[src/rtl/alu_pkg.sv]
// Shared constants and types for the single-issue ALU front end.
package alu_pkg;

  localparam logic [3:0] ALU_ADD = 4'd0;
  localparam logic [3:0] ALU_SUB = 4'd1;
  localparam logic [3:0] ALU_AND = 4'd2;
  localparam logic [3:0] ALU_OR  = 4'd3;
  localparam logic [3:0] ALU_XOR = 4'd4;
  localparam logic [3:0] ALU_GTU = 4'd5;
  localparam logic [3:0] ALU_LTU = 4'd6;
  localparam logic [3:0] ALU_SRL = 4'd7;
  localparam logic [3:0] ALU_SLL = 4'd8;

  localparam logic [6:0] OPC_OP     = 7'b0110011;
  localparam logic [6:0] OPC_OPIMM  = 7'b0010011;
  localparam logic [6:0] OPC_BRANCH = 7'b1100011;

  localparam logic [2:0] F3_ADDSUB = 3'd0;
  localparam logic [2:0] F3_SLL    = 3'd1;
  localparam logic [2:0] F3_SLT    = 3'd2;
  localparam logic [2:0] F3_SLTU   = 3'd3;
  localparam logic [2:0] F3_XOR    = 3'd4;
  localparam logic [2:0] F3_SR     = 3'd5;
  localparam logic [2:0] F3_OR     = 3'd6;
  localparam logic [2:0] F3_AND    = 3'd7;

  localparam logic [2:0] F3_BEQ  = 3'd0;
  localparam logic [2:0] F3_BNE  = 3'd1;
  localparam logic [2:0] F3_BLT  = 3'd4;
  localparam logic [2:0] F3_BGE  = 3'd5;
  localparam logic [2:0] F3_BLTU = 3'd6;
  localparam logic [2:0] F3_BGEU = 3'd7;

  localparam logic [6:0] F7_BASE = 7'b0000000;
  localparam logic [6:0] F7_ALT  = 7'b0100000;

  localparam logic [31:0] SIGN_FLIP = 32'h8000_0000;

  typedef enum logic [1:0] {ST_IDLE = 2'd0, ST_EXEC = 2'd1, ST_RESP = 2'd2} state_t;
  typedef enum logic [2:0] {BR_NONE, BR_EQ, BR_NE, BR_LT, BR_GE} br_kind_t;

endpackage

[src/rtl/alu_decode.sv]
// Combinational RV32I decode for OP / OP-IMM / BRANCH into ALU operands and control.
// Signed compares (SLT/SLTI/BLT/BGE) are legal only when ALU_ISSUE_SIGNED_EN is defined.
module alu_decode
  import alu_pkg::*;
(
  input  logic [31:0] instr,
  input  logic [31:0] pc,
  input  logic [31:0] rs1_val,
  input  logic [31:0] rs2_val,
  output logic [31:0] op1,
  output logic [31:0] op2,
  output logic [3:0]  alu_op,
  output br_kind_t    br_kind,
  output logic [31:0] br_tgt,
  output logic [4:0]  rd,
  output logic        wb,
  output logic        slt,
  output logic        illegal
);

  logic [6:0]  opcode;
  logic [2:0]  f3;
  logic [6:0]  f7;
  logic [31:0] imm_i;
  logic [31:0] imm_b;
  logic        signed_cmp;
  logic        unused_rs1_idx;

  assign opcode = instr[6:0];
  assign f3     = instr[14:12];
  assign f7     = instr[31:25];
  assign imm_i  = {{20{instr[31]}}, instr[31:20]};
  assign imm_b  = {{19{instr[31]}}, instr[31], instr[7], instr[30:25], instr[11:8], 1'b0};
  assign br_tgt = pc + imm_b;
  assign unused_rs1_idx = ^instr[19:15];

  always_comb begin
    op1        = rs1_val;
    op2        = rs2_val;
    alu_op     = ALU_ADD;
    br_kind    = BR_NONE;
    wb         = 1'b0;
    slt        = 1'b0;
    illegal    = 1'b0;
    signed_cmp = 1'b0;
    case (opcode)
      OPC_OP: begin
        wb = 1'b1;
        if (f7 == F7_BASE) begin
          case (f3)
            F3_ADDSUB: alu_op = ALU_ADD;
            F3_SLL:    begin alu_op = ALU_SLL; op2 = {27'b0, rs2_val[4:0]}; end
            F3_SLT:    begin alu_op = ALU_LTU; slt = 1'b1; signed_cmp = 1'b1; end
            F3_SLTU:   begin alu_op = ALU_LTU; slt = 1'b1; end
            F3_XOR:    alu_op = ALU_XOR;
            F3_SR:     begin alu_op = ALU_SRL; op2 = {27'b0, rs2_val[4:0]}; end
            F3_OR:     alu_op = ALU_OR;
            default:   alu_op = ALU_AND;
          endcase
        end else if (f7 == F7_ALT && f3 == F3_ADDSUB) begin
          alu_op = ALU_SUB;
        end else begin
          illegal = 1'b1;
        end
      end
      OPC_OPIMM: begin
        wb  = 1'b1;
        op2 = imm_i;
        case (f3)
          F3_ADDSUB: alu_op = ALU_ADD;
          F3_SLT:    begin alu_op = ALU_LTU; slt = 1'b1; signed_cmp = 1'b1; end
          F3_SLTU:   begin alu_op = ALU_LTU; slt = 1'b1; end
          F3_XOR:    alu_op = ALU_XOR;
          F3_OR:     alu_op = ALU_OR;
          F3_AND:    alu_op = ALU_AND;
          F3_SLL:    begin alu_op = ALU_SLL; op2 = {27'b0, instr[24:20]}; illegal = (f7 != F7_BASE); end
          default:   begin alu_op = ALU_SRL; op2 = {27'b0, instr[24:20]}; illegal = (f7 != F7_BASE); end
        endcase
      end
      OPC_BRANCH: begin
        case (f3)
          F3_BEQ:  begin alu_op = ALU_SUB; br_kind = BR_EQ; end
          F3_BNE:  begin alu_op = ALU_SUB; br_kind = BR_NE; end
          F3_BLT:  begin alu_op = ALU_LTU; br_kind = BR_LT; signed_cmp = 1'b1; end
          F3_BGE:  begin alu_op = ALU_LTU; br_kind = BR_GE; signed_cmp = 1'b1; end
          F3_BLTU: begin alu_op = ALU_LTU; br_kind = BR_LT; end
          F3_BGEU: begin alu_op = ALU_LTU; br_kind = BR_GE; end
          default: illegal = 1'b1;
        endcase
      end
      default: illegal = 1'b1;
    endcase

    // Flipping bit 31 maps signed order onto the ALU's unsigned compare.
`ifdef ALU_ISSUE_SIGNED_EN
    if (signed_cmp) begin
      op1 = op1 ^ SIGN_FLIP;
      op2 = op2 ^ SIGN_FLIP;
    end
`else
    if (signed_cmp) illegal = 1'b1;
`endif

    if (illegal) begin
      op1     = '0;
      op2     = '0;
      alu_op  = ALU_ADD;
      br_kind = BR_NONE;
      wb      = 1'b0;
      slt     = 1'b0;
    end
  end

  assign rd = wb ? instr[11:7] : 5'd0;

endmodule

[src/rtl/alu_issue.sv]
// Issue stage: accepts one instruction, drives the external ALU for a cycle, returns a response.
// Optional signed compares are enabled with ALU_ISSUE_SIGNED_EN (see alu_decode).
module alu_issue
  import alu_pkg::*;
(
  input  logic        clk,
  input  logic        reset,
  input  logic        in_valid,
  output logic        in_ready,
  input  logic [31:0] instr,
  input  logic [31:0] pc,
  input  logic [31:0] rs1_val,
  input  logic [31:0] rs2_val,
  output logic [31:0] op1,
  output logic [31:0] op2,
  output logic [3:0]  alu_op,
  input  logic [31:0] alu_out,
  input  logic        alu_branch,
  output logic        out_valid,
  input  logic        out_ready,
  output logic [4:0]  rd_addr,
  output logic [31:0] rd_data,
  output logic        rd_we,
  output logic        br_taken,
  output logic [31:0] br_target,
  output logic        illegal
);

  logic [31:0] dec_op1, dec_op2, dec_tgt;
  logic [3:0]  dec_alu_op;
  br_kind_t    dec_br_kind;
  logic [4:0]  dec_rd;
  logic        dec_wb, dec_slt, dec_ill;

  alu_decode u_decode (
    .instr   (instr),
    .pc      (pc),
    .rs1_val (rs1_val),
    .rs2_val (rs2_val),
    .op1     (dec_op1),
    .op2     (dec_op2),
    .alu_op  (dec_alu_op),
    .br_kind (dec_br_kind),
    .br_tgt  (dec_tgt),
    .rd      (dec_rd),
    .wb      (dec_wb),
    .slt     (dec_slt),
    .illegal (dec_ill)
  );

  state_t      state_q;
  logic        in_ready_q, out_valid_q;
  logic [31:0] op1_q, op2_q, tgt_q;
  logic [3:0]  alu_op_q;
  br_kind_t    br_kind_q;
  logic [4:0]  rd_q, rd_addr_q;
  logic        wb_q, slt_q, ill_q;
  logic [31:0] rd_data_q, br_target_q, rd_data_d, br_target_d;
  logic        rd_we_q, br_taken_q, illegal_q, rd_we_d, br_taken_d;

  // Response fields derived from the latched decode and the ALU's EXEC-cycle result.
  always_comb begin
    case (br_kind_q)
      BR_EQ:   br_taken_d = (alu_out == 32'd0);
      BR_NE:   br_taken_d = (alu_out != 32'd0);
      BR_LT:   br_taken_d = alu_branch;
      BR_GE:   br_taken_d = !alu_branch;
      default: br_taken_d = 1'b0;
    endcase
    br_target_d = br_taken_d ? tgt_q : 32'd0;
    rd_data_d   = !wb_q ? 32'd0 : (slt_q ? {31'b0, alu_branch} : alu_out);
    rd_we_d     = wb_q && (rd_q != 5'd0);
  end

  always_ff @(posedge clk) begin
    if (reset) begin
      state_q     <= ST_IDLE;
      in_ready_q  <= 1'b1;
      out_valid_q <= 1'b0;
      op1_q       <= '0;
      op2_q       <= '0;
      alu_op_q    <= ALU_ADD;
      br_kind_q   <= BR_NONE;
      tgt_q       <= '0;
      rd_q        <= '0;
      wb_q        <= 1'b0;
      slt_q       <= 1'b0;
      ill_q       <= 1'b0;
      rd_addr_q   <= '0;
      rd_data_q   <= '0;
      rd_we_q     <= 1'b0;
      br_taken_q  <= 1'b0;
      br_target_q <= '0;
      illegal_q   <= 1'b0;
    end else begin
      case (state_q)
        ST_IDLE: if (in_valid) begin
          op1_q      <= dec_op1;
          op2_q      <= dec_op2;
          alu_op_q   <= dec_alu_op;
          br_kind_q  <= dec_br_kind;
          tgt_q      <= dec_tgt;
          rd_q       <= dec_rd;
          wb_q       <= dec_wb;
          slt_q      <= dec_slt;
          ill_q      <= dec_ill;
          in_ready_q <= 1'b0;
          state_q    <= ST_EXEC;
        end
        ST_EXEC: begin
          rd_addr_q   <= rd_q;
          rd_data_q   <= rd_data_d;
          rd_we_q     <= rd_we_d;
          br_taken_q  <= br_taken_d;
          br_target_q <= br_target_d;
          illegal_q   <= ill_q;
          out_valid_q <= 1'b1;
          state_q     <= ST_RESP;
        end
        default: if (out_ready) begin
          out_valid_q <= 1'b0;
          in_ready_q  <= 1'b1;
          state_q     <= ST_IDLE;
        end
      endcase
    end
  end

  assign in_ready  = in_ready_q;
  assign out_valid = out_valid_q;
  assign op1       = op1_q;
  assign op2       = op2_q;
  assign alu_op    = alu_op_q;
  assign rd_addr   = rd_addr_q;
  assign rd_data   = rd_data_q;
  assign rd_we     = rd_we_q;
  assign br_taken  = br_taken_q;
  assign br_target = br_target_q;
  assign illegal   = illegal_q;

endmodule

[config.mk]
export PLATFORM = sky130hd
export DESIGN_NAME = alu_issue
export DESIGN_NICKNAME = d
export VERILOG_FILES = /design/src/rtl/alu_pkg.sv /design/src/rtl/alu_decode.sv /design/src/rtl/alu_issue.sv
export SDC_FILE = /design/constraint.sdc
export NUM_CORES = 1
export LEC_CHECK = 0
export ABC_AREA = 1
export CAP_MARGIN = 0
export CORE_MARGIN = 3
export CORE_UTILIZATION = 30
export CTS_BUF_LIST = sky130_fd_sc_hd__clkbuf_4 sky130_fd_sc_hd__clkbuf_8
export DETAILED_ROUTE_END_ITERATION = 6
export PLACE_DENSITY_LB_ADDON = 0.15
export SYNTH_ARGS = -nofsm -noshare
export SYNTH_HDL_FRONTEND = slang
export SYNTH_HIERARCHICAL = 1
export SYNTH_SLANG_ARGS = --single-unit
[constraint.sdc]
create_clock -name clk -period 3.2 [get_ports clk]
set_input_delay 0.96 -clock clk [delete_from_list [all_inputs] [get_ports clk]]
set_output_delay 0.96 -clock clk [all_outputs]
set_load 0.005 [all_outputs]
# [Word-level counts from Yosys, hierarchy flattened]
# Cells that the tools add are included.
[word_totals] mem_bits_ro=0 ff_bits=187 memories=0 output_inout_bits=142 wordCells=110 ramBits=0 in_bits=165 latch_bits=0
[op_classes] n_eq_ne=17 n_bitwise=2 n_div=0 shift=0 reduce_logical=27 muxes=45 mul=0 addsub=1 magnitude_cmp=0
[op_table] operator="2-to-1 mux 32 bit" count=8
[op_table] operator="case mux 32 bit (2 select lines)" count=1
[op_table] operator="case mux 4 bit (6 select lines)" count=2
[op_table] operator="adder 32 bit" count=1
[op_table] operator="logical NOT 32 bit" count=1
[op_table] operator="nonzero test 32 bit" count=1
[op_table] operator="2-to-1 mux 1 bit" count=17
[op_table] operator="equality test 3 bit, second input constant" count=5
[op_table] operator="equality test 7 x 6 -> 1 bit, second input constant" count=2
[op_table] operator="OR reduction 2 bit" count=7
[op_table] operator="equality test 3 x 2 -> 1 bit, second input constant" count=4
[op_table] operator="case mux 3 bit (4 select lines)" count=1
[op_table] operator="case mux 4 bit (3 select lines)" count=1
[op_table] operator="OR reduction 6 bit" count=2
[op_table] operator="2-to-1 mux 4 bit" count=2
[op_table] operator="equality test 7 x 5 -> 1 bit, second input constant" count=1
[op_table] operator="equality test 7 bit, second input constant" count=1
[op_table] operator="logical NOT 7 bit" count=1
[op_table] operator="nonzero test 7 bit" count=1
[op_table] operator="equality test 3 x 1 -> 1 bit, second input constant" count=2
[op_table] operator="2-to-1 mux 3 bit" count=2
[op_table] operator="case mux 1 bit (2 select lines)" count=3
[op_table] operator="case mux 1 bit (3 select lines)" count=2
[op_table] operator="case mux 3 bit (2 select lines)" count=1
[op_table] operator="other kinds (17)" count=23

# [Logic depth before layout (Yosys ltp)]
[logic_depth] word_depth=8 depth_mapped=14 mapped_depth_nobuf=14

# [Hierarchy]
# Netlist, hierarchy kept.
[modules_own_cells] mod="alu_issue" area_each_um2=6902.9 n_inst=1 seq_area_each_um2=3743.6 cells_per_inst=824
[modules_own_cells] mod="alu_decode" area_each_um2=3967.6 n_inst=1 seq_area_each_um2=0.0 cells_per_inst=800

# [Worst setup path after synthesis]
# OpenSTA, ideal clock, no wires.
[synth_path] path_type="input to register" start="input instr[8]" end="register tgt_q[29]" stages=14 path_buffers=0 setup_slack_ps=656 arrival_time_ps=2431 t_required_ps=3086 setup_ps=114 path_cell_list="ha_1 fa_1 nand3_1 nand3_1 nand2_1 nand2_1 nand2_1 nand2_1 nand2_1 nand2_1 nand2_1 nand2_1 o21ai_1 nor2_1"
[synth_between] elab_chain_len=1
[synth_rtl] item="start: declaration" line="alu_issue.sv:10" source="input logic [31:0] instr,"
[synth_rtl] item="adder 32 bit" line="alu_decode.sv:34" source="assign br_tgt = pc + imm_b;"
[synth_rtl] item="via dec_tgt[29]" line="alu_issue.sv:29" source="logic [31:0] dec_op1, dec_op2, dec_tgt;"
[synth_rtl] item="end signal: assignment" line="alu_issue.sv:102" source="tgt_q <= dec_tgt;"
[synth_rtl] item="end: declaration" line="alu_issue.sv:53" source="logic [31:0] op1_q, op2_q, tgt_q;"
# The timed path passes the listed nets, and every way through them passes these cells.
# A chain may end at the register's enable or synchronous reset.

# [Worst setup path in the final report]
[layout_path] start="input instr[8]" end="register tgt_q[31]"
# The elaborated chain is that of the path after synthesis.

==> qor.yml <==
status: "finished clean"
cts_setup_buffers: 0
power_leakage_nw: 6.87
cts_inserted_buffers: 17
final_hold_viol_count: 0
worst-setup-path-type: "in -> reg"
final_layout_size_suffix_gt1_frac: 0.124
dpl.cell_count: 2379
core_um2: 35700
cp.depth: 15
clock_latency_ns: 0.49
r2r-end: "rd_data[4]"
fmax_ghz: 0.361
cellPowerDensity_nw_per_um2: 388
final_cells: 2412
clock-sinks: 187
dr.pass1.iters: 5
cts_tree: "yes"
maxCapViolCount: 0
min_period_ns: 2.77
yosysSeqAreaShare: 0.344
synth_area_um2: 10900
drc: 0
clockBufferDepth: 2
final_max_slew_viol_count: 0
gp_congestion: 0.850
cp_slowest_cell: "clkdlybuf4s50_1"
setup_viol: 0
antenna_found_initial: 4
wire_per_inst_um: 14.6
critPathBufInv: 1
ys.flop_type: "dfxtp_1"
rows: 69
vdd_drop_max_mv: 0.244
hpwl_mm: 26.9
synth-edff-count: 0
cts_root_buffer: "clkbuf_8"
tightest_slew_ns: 0.959
worstHoldStart: "rd_we"
pin_count: 307
switchingPower_mw: 1.78
grt_pass1_vias: 10300
min_path_type: "reg -> reg"
p_sw_frac: 0.304
fin_setup_tns_ns: 0
ant_nets: 0
wirelength_mm: 35.1
cp_max_fo: 3
grt_first_pass_wirelength_mm: 55.5
syn_nets: 1825
seq_power_share: 0.439
synth_cell_type_count: 43
syn_area_per_cell_um2: 6.69
dieHeight_um: 196
comb_power_share: 0.263
critical-path-top-delay-family: "simple AND/OR/NAND/NOR gates"
die_w_um: 196
viasPerCell: 4.48
path_cells: "clkdlybuf4s50_1 > ha_1 > fa_1 > nand3_1 > nand3_1 > nand2_1 > nand2_1 > nand2_1 > nand2_1 > nand2_1 > nand2_1 > nand2_1 > nand2_1 > o21ai_1 > nor2_1"
p_clk_frac: 0.298
reg2reg_slack_ns: 1.24
r2r_start: "state_q[0]"
dpl_worst_slack_ns: -0.0827
slowest_delay_ns: 0.43
nNetsFinal: 2138
area_growth_syn_to_layout_pct: 39.1
grt_max_degree: 68
clk_pin_slew_ns: 0.09
h-tree-depth: 4
grt-ovfl-total: 0
rsz0062_at_grt: "no"
drtIter0Drc: 417
grt_use_total: 0.179
num_vias: 10800
cts_resized: 0
ys.warnings.count: 6
initial_core_util: 0.305
internal-power_mw: 4.08
hold_buffers: 0
crit_top_cell: "nand2_1"
fin_util: 0.424
worst_slack_ns: 0.426
worst_r2r_path_depth: 6
hold_path_end: "rd_we"
async_flop_share: 0
finClkSkew_ns: 0.00929
dieArea_um2: 38600
slew-limit-headroom: 0.361
end_kind: "register"
synth_cells: 1624
start_kind: "primary input"
port_buffers: 301
worstHoldPathCells: 2
ys_seq_elements: 187
fin_crit_sh: 0.867
worstPathArrival_ns: 3.16
required_ns: 3.58
tightest hold or removal path, cell delays in order, from the launching register on:
cell and delay (ns):
dfxtp_1 0.32, nand2_1 0.06, a21oi_1 0.05
Yosys cell counts (2+ instances only):
library cell	count	area, um2
ha_1	35	438
nor2_8	2	40.0
clkbuf_1	33	124
inv_2	11	41.3
nand2_2	5	31.3
dfxtp_1	187	3740
nand2_1	347	1300
buf_2	22	110
nand3_2	33	330
buf_6	5	56.3
a21oi_1	36	180
dlymetal6s2s_1	2	25.0
nor2_1	356	1340
nand2_4	3	33.8
o21ai_0	14	70.1
nand4_1	4	25.0
o21bai_1	2	15.0
inv_1	193	724
o21ai_1	107	536
a22oi_1	31	233
buf_4	11	82.6
nor3_1	10	50.1
buf_12	3	60.1
nor2_4	22	248
a21o_1	2	15.0
nor2_2	24	150
xor2_1	15	131
nand3_1	64	320
a21oi_2	31	272
through the flow:
| step | power (mW) | cell area (um2) | hold WS (ns) |
|---|---|---|---|
| floorplan | 3.44 | 10900 | 0.448 |
| global placement | 4.18 | 14700 | 0.443 |
| detailed placement | 4.19 | 14700 | 0.456 |
| CTS | 5.98 | 15100 | 0.473 |
| global route | 6.23 | 15100 | 0.482 |
| finish | 5.86 | 15100 | 0.467 |
power by group through the flow:
stage	clock network (mW)	logic [mW]	registers, mW
3_3_place_gp	0	1.56	2.62
3_5_place_dp	0	1.56	2.63
5_1_grt	1.90	1.74	2.59
6_report	1.74	1.54	2.57
4_1_cts	1.84	1.57	2.57
2_1_floorplan	0	0.815	2.62
cell families (layout without fill, tap and decap cells):
| family | Yosys count | in the layout | synth area share |
|---|---|---|---|
| multiplexers | 1 | 1 | 0.00104 |
| XOR/XNOR | 16 | 16 | 0.0129 |
| AO/OA/AOI/OAI | 226 | 226 | 0.124 |
| AND/OR/NAND/NOR | 875 | 875 | 0.361 |
| flip-flops | 187 | 187 | 0.344 |
| adder cells (fa/ha/maj) | 36 | 36 | 0.0421 |
| buffers and inverters | 283 | 609 | 0.115 |
| other | 0 | 1 | 0 |
final cells by class:
type / instances / area (um2)
Multi-Input combinational cell: 1154 / 5890
Clock buffer: 22 / 297
Timing Repair Buffer: 372 / 3690
Inverter: 205 / 777
Sequential cell: 187 / 3740
Fill cell: 3793 / 20500
Clock inverter: 10 / 138
Tap cell: 461 / 577
Antenna cell: 1 / 2.50
registers in the layout, indices dropped and copies added, names as in the netlist, 2 cells and up:
signal,count
rd_data,32
alu_op,4
op1,32
rd_addr,5
br_target,32
br_kind_q,3
rd_q,5
tgt_q,32
state_q,2
op2,32
how the worst max path moves through the flow:
stage	endpoint	slack, ns	from
after floorplan	tgt_q[29]	0.66	instr[8]
after global placement	tgt_q[29]	-0.09	instr[8]
after detailed placement	tgt_q[29]	-0.08	instr[8]
after CTS	tgt_q[29]	0.47	instr[8]
after global routing	tgt_q[29]	0.20	instr[8]
final	tgt_q[31]	0.43	instr[8]
metal layers:
layer	up-vias	GRT usage	part of all wire
li1	5689	-	-
met1	4862	0.244	0.48
met2	214	0.290	0.45
met3	34	0.0417	0.058
met4	8	0.0452	0.014
met5	-	0	0.0017
cell usage in the layout, fill, tap and decap left out, types with 2 or more instances in the layout:
| master | n |
|---|---|
| clkdlybuf4s50_1 | 300 |
| nor2_4 | 23 |
| clkinvlp_4 | 2 |
| o21bai_1 | 2 |
| inv_2 | 9 |
| nand3_2 | 33 |
| a21o_1 | 2 |
| bufinv_16 | 3 |
| a21oi_1 | 36 |
| nor2_8 | 2 |
| nor2_1 | 356 |
| ha_1 | 35 |
| o21ai_1 | 107 |
| nand4_1 | 4 |
| nand2_1 | 346 |
| buf_4 | 59 |
| a21oi_2 | 31 |
| nand3_1 | 64 |
| nor2_2 | 23 |
| inv_6 | 2 |
| nand2_4 | 4 |
| nand2_2 | 5 |
| dfxtp_1 | 187 |
| xor2_1 | 15 |
| clkbuf_8 | 21 |
| o21ai_0 | 14 |
| buf_12 | 12 |
| inv_1 | 193 |
| a22oi_1 | 31 |
| clkinv_2 | 5 |
| nor3_1 | 10 |
(Power assumes the default switching activity.)
